--- src/rtl/video_pkg.sv ---
// Shared constants and types for the note-box pixel datapath: screen
// geometry of the 240x180 VGA adapter, colour codes, box indexing and the
// box-draw state encoding.
package video_pkg;

    // Screen geometry
    localparam int unsigned GRID_W      = 240;
    localparam int unsigned GRID_H      = 180;
    localparam int unsigned GRID_PIXELS = GRID_W * GRID_H;   // 43200

    // Coordinate and colour widths
    localparam int unsigned COORD_W  = 8;
    localparam int unsigned COLOUR_W = 3;

    // Colour codes
    localparam logic [COLOUR_W-1:0] COL_BG    = 3'b000;
    localparam logic [COLOUR_W-1:0] COL_NOTE  = 3'b010;
    localparam logic [COLOUR_W-1:0] COL_EMPTY = 3'b111;

    // Box indexing: 4 lanes x 3 rows of boxes, addressed by a 4-bit index
    localparam int unsigned BOX_IDX_W = 4;
    localparam int unsigned NUM_SLOTS = 1 << BOX_IDX_W;      // 16 encodable indices
    localparam int unsigned NUM_BOXES = 12;                  // indices 0..11 are real boxes
    localparam int unsigned NUM_LANES = 4;

    // Box-draw sequencer states
    typedef enum logic [1:0] {
        ST_IDLE = 2'd0,
        ST_DRAW = 2'd1,
        ST_DONE = 2'd2
    } draw_state_t;

    // Origin of a lane/row along one axis; wraps in 8-bit screen coordinates
    function automatic logic [COORD_W-1:0] axis_origin(
        input int unsigned base,
        input int unsigned pitch,
        input int unsigned idx
    );
        return COORD_W'(base + pitch * idx);
    endfunction

endpackage : video_pkg

--- src/rtl/raster_counter.sv ---
// Full-screen raster position for the background clear. Walks x fastest,
// then y, and parks on the last pixel with end_o set so that surplus
// advance requests are harmless.
module raster_counter
    import video_pkg::*;
#(
    parameter int unsigned X_LAST = GRID_W - 1,
    parameter int unsigned Y_LAST = GRID_H - 1
) (
    input  logic               clk,
    input  logic               rst,
    input  logic               clr_i,
    input  logic               adv_i,
    output logic [COORD_W-1:0] x_o,
    output logic [COORD_W-1:0] y_o,
    output logic               end_o
);

    logic [COORD_W-1:0] x_q;
    logic [COORD_W-1:0] y_q;
    logic               end_q;

    // Raster position: clear has priority, advance stops once the end flag is set
    always_ff @(posedge clk or posedge rst) begin
        if (rst) begin
            x_q   <= '0;
            y_q   <= '0;
            end_q <= 1'b0;
        end else if (clr_i) begin
            x_q   <= '0;
            y_q   <= '0;
            end_q <= 1'b0;
        end else if (adv_i && !end_q) begin
            if (x_q == COORD_W'(X_LAST)) begin
                if (y_q == COORD_W'(Y_LAST)) begin
                    end_q <= 1'b1;
                end else begin
                    x_q <= '0;
                    y_q <= y_q + 1'b1;
                end
            end else begin
                x_q <= x_q + 1'b1;
            end
        end
    end

    assign x_o   = x_q;
    assign y_o   = y_q;
    assign end_o = end_q;

endmodule : raster_counter

--- src/rtl/note_box_drawer.sv ---
// Pixel generator behind the game control FSM. Emits one registered pixel
// per cycle: either a background-clear pixel from the full-screen raster, or
// a pixel of a 16x16 note box whose origin and colour were latched from the
// box index. Signals shapeDone for one cycle when a box has been drawn.
module note_box_drawer
    import video_pkg::*;
#(
    parameter int unsigned          BOX_W        = 16,
    parameter int unsigned          BOX_H        = 16,
    parameter int unsigned          X_BASE       = 24,
    parameter int unsigned          LANE_PITCH   = 56,
    parameter int unsigned          Y_BASE       = 20,
    parameter int unsigned          ROW_PITCH    = 56,
    parameter logic [COLOUR_W-1:0]  BG_COLOUR    = COL_BG,
    parameter logic [COLOUR_W-1:0]  NOTE_COLOUR  = COL_NOTE,
    parameter logic [COLOUR_W-1:0]  EMPTY_COLOUR = COL_EMPTY
) (
    input  logic                  clock,
    input  logic                  reset,
    input  logic                  loadDefault,
    input  logic                  writeDefault,
    input  logic                  loadStartAddress,
    input  logic                  startingAddressLoaded,
    input  logic [BOX_IDX_W-1:0]  boxCounter,
    input  logic [NUM_BOXES-1:0]  noteMap,
    output logic [COORD_W-1:0]    x,
    output logic [COORD_W-1:0]    y,
    output logic [COLOUR_W-1:0]   colour,
    output logic                  plot,
    output logic                  shapeDone
);

    localparam int unsigned BX_W = (BOX_W > 1) ? $clog2(BOX_W) : 1;
    localparam int unsigned BY_W = (BOX_H > 1) ? $clog2(BOX_H) : 1;
    localparam logic [BX_W-1:0] BX_LAST = BX_W'(BOX_W - 1);
    localparam logic [BY_W-1:0] BY_LAST = BY_W'(BOX_H - 1);

    // loadDefault carries no work here: the background pixel is produced on writeDefault
    logic unused_load_default;
    assign unused_load_default = loadDefault;

    // ------------------------------------------------------------------
    // Box geometry lookup: one entry per encodable index
    // ------------------------------------------------------------------
    logic [COORD_W-1:0]  org_x_tab [NUM_SLOTS];
    logic [COORD_W-1:0]  org_y_tab [NUM_SLOTS];
    logic [NUM_SLOTS-1:0] valid_tab;
    logic [NUM_SLOTS-1:0] note_ext;

    for (genvar gi = 0; gi < NUM_SLOTS; gi++) begin : g_box_geom
        // lane = index[1:0], row = index[3:2]
        assign org_x_tab[gi] = axis_origin(X_BASE, LANE_PITCH, gi % NUM_LANES);
        assign org_y_tab[gi] = axis_origin(Y_BASE, ROW_PITCH,  gi / NUM_LANES);
        assign valid_tab[gi] = (gi < NUM_BOXES);
    end

    // Indices beyond the real boxes read as inactive notes
    assign note_ext = {{(NUM_SLOTS - NUM_BOXES){1'b0}}, noteMap};

    // ------------------------------------------------------------------
    // Latched box description
    // ------------------------------------------------------------------
    logic [COORD_W-1:0]  org_x_q;
    logic [COORD_W-1:0]  org_y_q;
    logic [COLOUR_W-1:0] box_colour_q;
    logic                box_valid_q;

    // ------------------------------------------------------------------
    // Sequencer and output registers
    // ------------------------------------------------------------------
    draw_state_t         state_q,   state_d;
    logic [BX_W-1:0]     bx_q,      bx_d;
    logic [BY_W-1:0]     by_q,      by_d;
    logic [COORD_W-1:0]  x_q,       x_d;
    logic [COORD_W-1:0]  y_q,       y_d;
    logic [COLOUR_W-1:0] colour_q,  colour_d;
    logic                plot_q,    plot_d;
    logic                done_q,    done_d;

    // Background raster interface
    logic                raster_clr;
    logic                raster_adv;
    logic [COORD_W-1:0]  raster_x;
    logic [COORD_W-1:0]  raster_y;
    logic                raster_end;

    raster_counter #(
        .X_LAST (GRID_W - 1),
        .Y_LAST (GRID_H - 1)
    ) u_raster (
        .clk   (clock),
        .rst   (reset),
        .clr_i (raster_clr),
        .adv_i (raster_adv),
        .x_o   (raster_x),
        .y_o   (raster_y),
        .end_o (raster_end)
    );

    // Capture origin, colour and validity of the requested box; frozen while drawing
    always_ff @(posedge clock or posedge reset) begin
        if (reset) begin
            org_x_q      <= '0;
            org_y_q      <= '0;
            box_colour_q <= '0;
            box_valid_q  <= 1'b0;
        end else if (loadStartAddress && (state_q != ST_DRAW)) begin
            org_x_q      <= org_x_tab[boxCounter];
            org_y_q      <= org_y_tab[boxCounter];
            box_colour_q <= note_ext[boxCounter] ? NOTE_COLOUR : EMPTY_COLOUR;
            box_valid_q  <= valid_tab[boxCounter];
        end
    end

    // Next-state and next-pixel decode; plot and shapeDone default low every cycle
    always_comb begin
        state_d    = state_q;
        bx_d       = bx_q;
        by_d       = by_q;
        x_d        = x_q;
        y_d        = y_q;
        colour_d   = colour_q;
        plot_d     = 1'b0;
        done_d     = 1'b0;
        raster_clr = 1'b0;
        raster_adv = 1'b0;

        unique case (state_q)
            ST_IDLE: begin
                if (startingAddressLoaded) begin
                    // A box draw also rewinds the background raster
                    state_d    = ST_DRAW;
                    bx_d       = '0;
                    by_d       = '0;
                    raster_clr = 1'b1;
                end else if (writeDefault && !raster_end) begin
                    x_d        = raster_x;
                    y_d        = raster_y;
                    colour_d   = BG_COLOUR;
                    plot_d     = 1'b1;
                    raster_adv = 1'b1;
                end
            end

            ST_DRAW: begin
                // Coordinates are emitted even for an invalid box; plot gates them off
                x_d      = org_x_q + COORD_W'(bx_q);
                y_d      = org_y_q + COORD_W'(by_q);
                colour_d = box_colour_q;
                plot_d   = box_valid_q;
                if (bx_q == BX_LAST) begin
                    bx_d = '0;
                    if (by_q == BY_LAST) begin
                        state_d = ST_DONE;
                    end else begin
                        by_d = by_q + 1'b1;
                    end
                end else begin
                    bx_d = bx_q + 1'b1;
                end
            end

            ST_DONE: begin
                done_d  = 1'b1;
                state_d = ST_IDLE;
            end

            default: begin
                state_d = ST_IDLE;
            end
        endcase
    end

    // Sequencer state and box-local pixel counters
    always_ff @(posedge clock or posedge reset) begin
        if (reset) begin
            state_q <= ST_IDLE;
            bx_q    <= '0;
            by_q    <= '0;
        end else begin
            state_q <= state_d;
            bx_q    <= bx_d;
            by_q    <= by_d;
        end
    end

    // Registered pixel outputs towards the VGA adapter
    always_ff @(posedge clock or posedge reset) begin
        if (reset) begin
            x_q      <= '0;
            y_q      <= '0;
            colour_q <= '0;
            plot_q   <= 1'b0;
            done_q   <= 1'b0;
        end else begin
            x_q      <= x_d;
            y_q      <= y_d;
            colour_q <= colour_d;
            plot_q   <= plot_d;
            done_q   <= done_d;
        end
    end

    assign x         = x_q;
    assign y         = y_q;
    assign colour    = colour_q;
    assign plot      = plot_q;
    assign shapeDone = done_q;

endmodule : note_box_drawer

--- config.mk ---
export PLATFORM = sky130hd
export DESIGN_NAME = note_box_drawer
export DESIGN_NICKNAME = d
export VERILOG_FILES = /design/src/rtl/video_pkg.sv /design/src/rtl/raster_counter.sv /design/src/rtl/note_box_drawer.sv
export SDC_FILE = /design/constraint.sdc
export NUM_CORES = 1
export LEC_CHECK = 0
export BUFFER_PORTS_ARGS = -buffer_cell sky130_fd_sc_hd__buf_4
export CAP_MARGIN = 20
export CORE_ASPECT_RATIO = 0.7
export CORE_MARGIN = 4
export CORE_UTILIZATION = 36
export DETAILED_ROUTE_END_ITERATION = 8
export SYNTH_ARGS = -nofsm -noshare
export SYNTH_HDL_FRONTEND = slang
export SYNTH_SLANG_ARGS = --single-unit
--- constraint.sdc ---
create_clock -name clock -period 4.4 [get_ports clock]
set_input_delay 0 -clock clock [delete_from_list [all_inputs] [get_ports clock]]
set_output_delay 0 -clock clock [all_outputs]
set_load 0.01 [all_outputs]
==> impl_results.md <==
* Reg2Reg Depth at 5
* Synth Area per Inst at 9.80 um^2
* R2R Path End: bx_q[2]$_DFFE_PP0P_
* Main flop type after synthesis: dfrtp_1
* Die area at 9940 um^2
* Setup TNS at 0 ns
* Site row count at 27
* Worst Setup SP: state_q[0]$_DFFE_PP0P_
* Unrepaired setup endpoints after global routing: no
* Worst path top cell family by delay: simple AND/OR/NAND/NOR gates
* Vias per cell at 5.05
* Vias at 2318
* Die Width at 117 um
* Hold/Removal Path Class: input pin to register
* Worst path depth at 5
* Initial antenna violation count at 0
* Top post-synthesis cells by area: dfrtp_1 49%, nand2_1 7.7%, mux2i_1 7.0%
* Setup crit start kind: register
* Fmax at roughly 500 MHz
* Routed len/inst at 14.7 um
* Final setup fails at 0
* Total leakage power at 1.77 nW
* Worst endpoint required time at between 4 and 5 ns
* Layout cells sized above 1 at 19.3%
* Final setup margin at 2.38 ns
* First-pass GRT wire length at 11700 um
* Post-DP HPWL at 4770 um
* Slew HR at 50.6%
* Pin count of the biggest net entering global routing at 60
* Synth async-reset ratio at 100%
* Hold buffer count at CTS at 4
* Overflow after GRT at 0
* Most common cell after layout, fill and taps aside: nand2_1
* Syn. warnings at 0
* IO buf count at 41
* Clock slew at reported path FFs at 0.05 ns
* Max_cap viols at 0
* Crit share post-route at between 40% and 50%
* R2r setup slk at 2.38 ns
* # IOs at 43
* Worst skew pair latency at between 0.3 and 0.4 ns
* Cts repair resizes at 0
* Cells after synthesis at 308
* Area of the placeable core at 8010 um^2
* Initial core utilization at a little under two fifths
* Synth top area share at 48.9%
* CP Capture Type: register
* Critical Path End: bx_q[2]$_DFFE_PP0P_
* Clk_skew at 0.00343 ns
* Status: complete, no violations
* Cell taking the most area after synthesis: dfrtp_1
* Hold Fails Final Rpt at 0
* Slowest CP cell: nor2b_2
* Layout area overhead at 23.9%
* Routed wire length at 6770 um
* DR iter-0 viols at 144
* Critical path cell sequence: nor2b_2 -> buf_4 -> nor2_1 -> o21ai_0 -> o21ai_0
* Placed cell count at 439
* Power per cell area at 340 nW/um^2
* Worst Path Arrival at 2.22 ns
* Most frequent cell on the critical path: o21ai_0
* Drt drc at 0
* Drt pass-1 iters at 4
* CP Max Fanout at 24
* DP Worst Slack at 2.38 ns
* Reg2reg start: state_q[0]$_DFFE_PP0P_
* Min Tclk post-route at 2.02 ns
* Synthesized area at between 3000 and 4000 um^2
* CP bufs+invs at 1
* Non-Filler Instances at between 400 and 500
* CTS Sinks at 59
* Final Slew Violations at 0
* CTS tree: done
* EDFF count, synth at 0
* Total chip power at 1.27 mW
* Worst path max stage delay at between 0.5 and 0.6 ns
* GPL Wtd Cong at 0.793
* CTS max path bufs at 2
* Vias in the first global route at 2360
* Fin nets at 387
* H-tree depth at 3
* Syn nets at 342
* Yosys cell types at 46
* Antenna diodes at 0
* Worst VDD drop at between 150 and 200 uV
* Post-DRT Antenna Nets at 0
* Register bit total from synthesis at 59
* Number of fill cells at 777
* TritonCTS Buffers at 9
* Postcts setup bufs at 0
* Overall routing resource usage at 14.8%
* Sequential area share after synthesis at between 40% and 50%
* Clock root cell: clkbuf_16
* Die H at 84.6 um
* Critical path type: register to register
* Commonest non-fill, non-tap cells in the layout: 62 x nand2_1, 59 x dfrtp_1, 44 x buf_4, 28 x o21ai_0, 21 x mux2i_1
* Worst Tran Pin Value at between 0.7 and 0.8 ns
[flip-flops by register name (all words and copies together), names as in the netlist, 4 cells and up]
| name | flops |
|---|---|
| u_raster.x_o | 8 |
| bx_q | 4 |
| y | 8 |
| org_x_q | 4 |
| by_q | 4 |
| x | 8 |
| u_raster.y_o | 8 |
| org_y_q | 5 |
[power breakdown]
group,internal [mW],switching (mW),total [mW],leakage [nW]
Clock,0.441,0.226,0.667,0.146
Sequential,0.546,0.00405,0.550,0.769
Combinational,0.0265,0.0276,0.0540,0.852
Total,1.01,0.257,1.27,1.77
[metrics by stage]
step	utilization, %	hold WS [ns]	area (um^2)
finish	46.7	0.0471	3740
floorplan	-	0.117	3020
CTS	46.7	0.0200	3740
global placement	42.5	0.270	3410
global route	46.7	0.0509	3740
detailed placement	42.5	0.271	3410
[cell families (layout without fill, tap and decap cells)]
family | Yosys count | count (layout) | synth area share (%)
and+or+nand+nor | 128 | 128 | 20.4
adders and majority gates | 12 | 12 | 5.22
xor gates and xnor gates | 13 | 13 | 3.77
DFF | 59 | 59 | 48.9
muxes | 23 | 23 | 8.46
AOI/OAI and AO/OA | 52 | 52 | 9.99
buffers and inverters | 21 | 71 | 3.23
[layer usage]
| layer | GRT usage (%) | share of wire, % | vias up | routed length (um) |
|---|---|---|---|---|
| met5 | 0 | 0 | - | 0 |
| met3 | 5.39 | 4.1 | 8 | 277 |
| met4 | 5.32 | 1.6 | 0 | 108 |
| met2 | 22.0 | 44 | 30 | 3010 |
| li1 | - | - | 1154 | - |
| met1 | 20.0 | 50 | 1126 | 3380 |
[worst min-delay path by stage]
stage                                from                           to  depth (start not counted)
detailed placement                  reset             x[3]$_DFFE_PP0P_                          3
CTS                 startingAddressLoaded  u_raster.x_o[4]$_DFFE_PP0P_                          4
global route        startingAddressLoaded  u_raster.x_o[4]$_DFFE_PP0P_                          4
global placement                    reset             x[6]$_DFFE_PP0P_                          3
finish              startingAddressLoaded  u_raster.x_o[4]$_DFFE_PP0P_                          4
floorplan                   boxCounter[2]       org_y_q[3]$_DFFE_PP0P_                          2
[cells in the mapped netlist (2+ instances only)]
| cell | number |
|---|---|
| nand2_1 | 62 |
| dfrtp_1 | 59 |
| o21ai_0 | 28 |
| mux2i_1 | 21 |
| nor2_1 | 20 |
| clkbuf_1 | 11 |
| ha_1 | 11 |
| a21oi_1 | 10 |
| nand3_1 | 9 |
| inv_1 | 7 |
| nand4_1 | 7 |
| xnor2_1 | 7 |
| xor2_1 | 6 |
| and3_1 | 4 |
| nor2b_1 | 4 |
| nor3_1 | 3 |
| or2_2 | 3 |
| a211oi_1 | 2 |
| and2_1 | 2 |
| buf_6 | 2 |
| mux4_2 | 2 |
| nand2b_1 | 2 |
| o21a_1 | 2 |
| or3_1 | 2 |
[final cells by class]
cell class | count | area, um^2 | area share, %
Clock buffer | 15 | 288 | 7.70
Clock inverter | 1 | 5.00 | 0.134
Inverter | 7 | 26.3 | 0.703
Multi-Input combinational cell | 228 | 1450 | 38.7
Sequential cell | 59 | 1480 | 39.5
Tap cell | 101 | 126 | 3.38
Timing Repair Buffer | 48 | 370 | 9.91
[worst reg2reg max path, delay by kind of cell, from the launching register on]
kind	cells	cell delay [ns]
AO/OA/AOI/OAI	2	0.30
buffers and inverters	1	0.36
flip-flops	1	0.53
AND/OR/NAND/NOR	2	0.70
No activity file was read; power rests on OpenSTA's default activity.
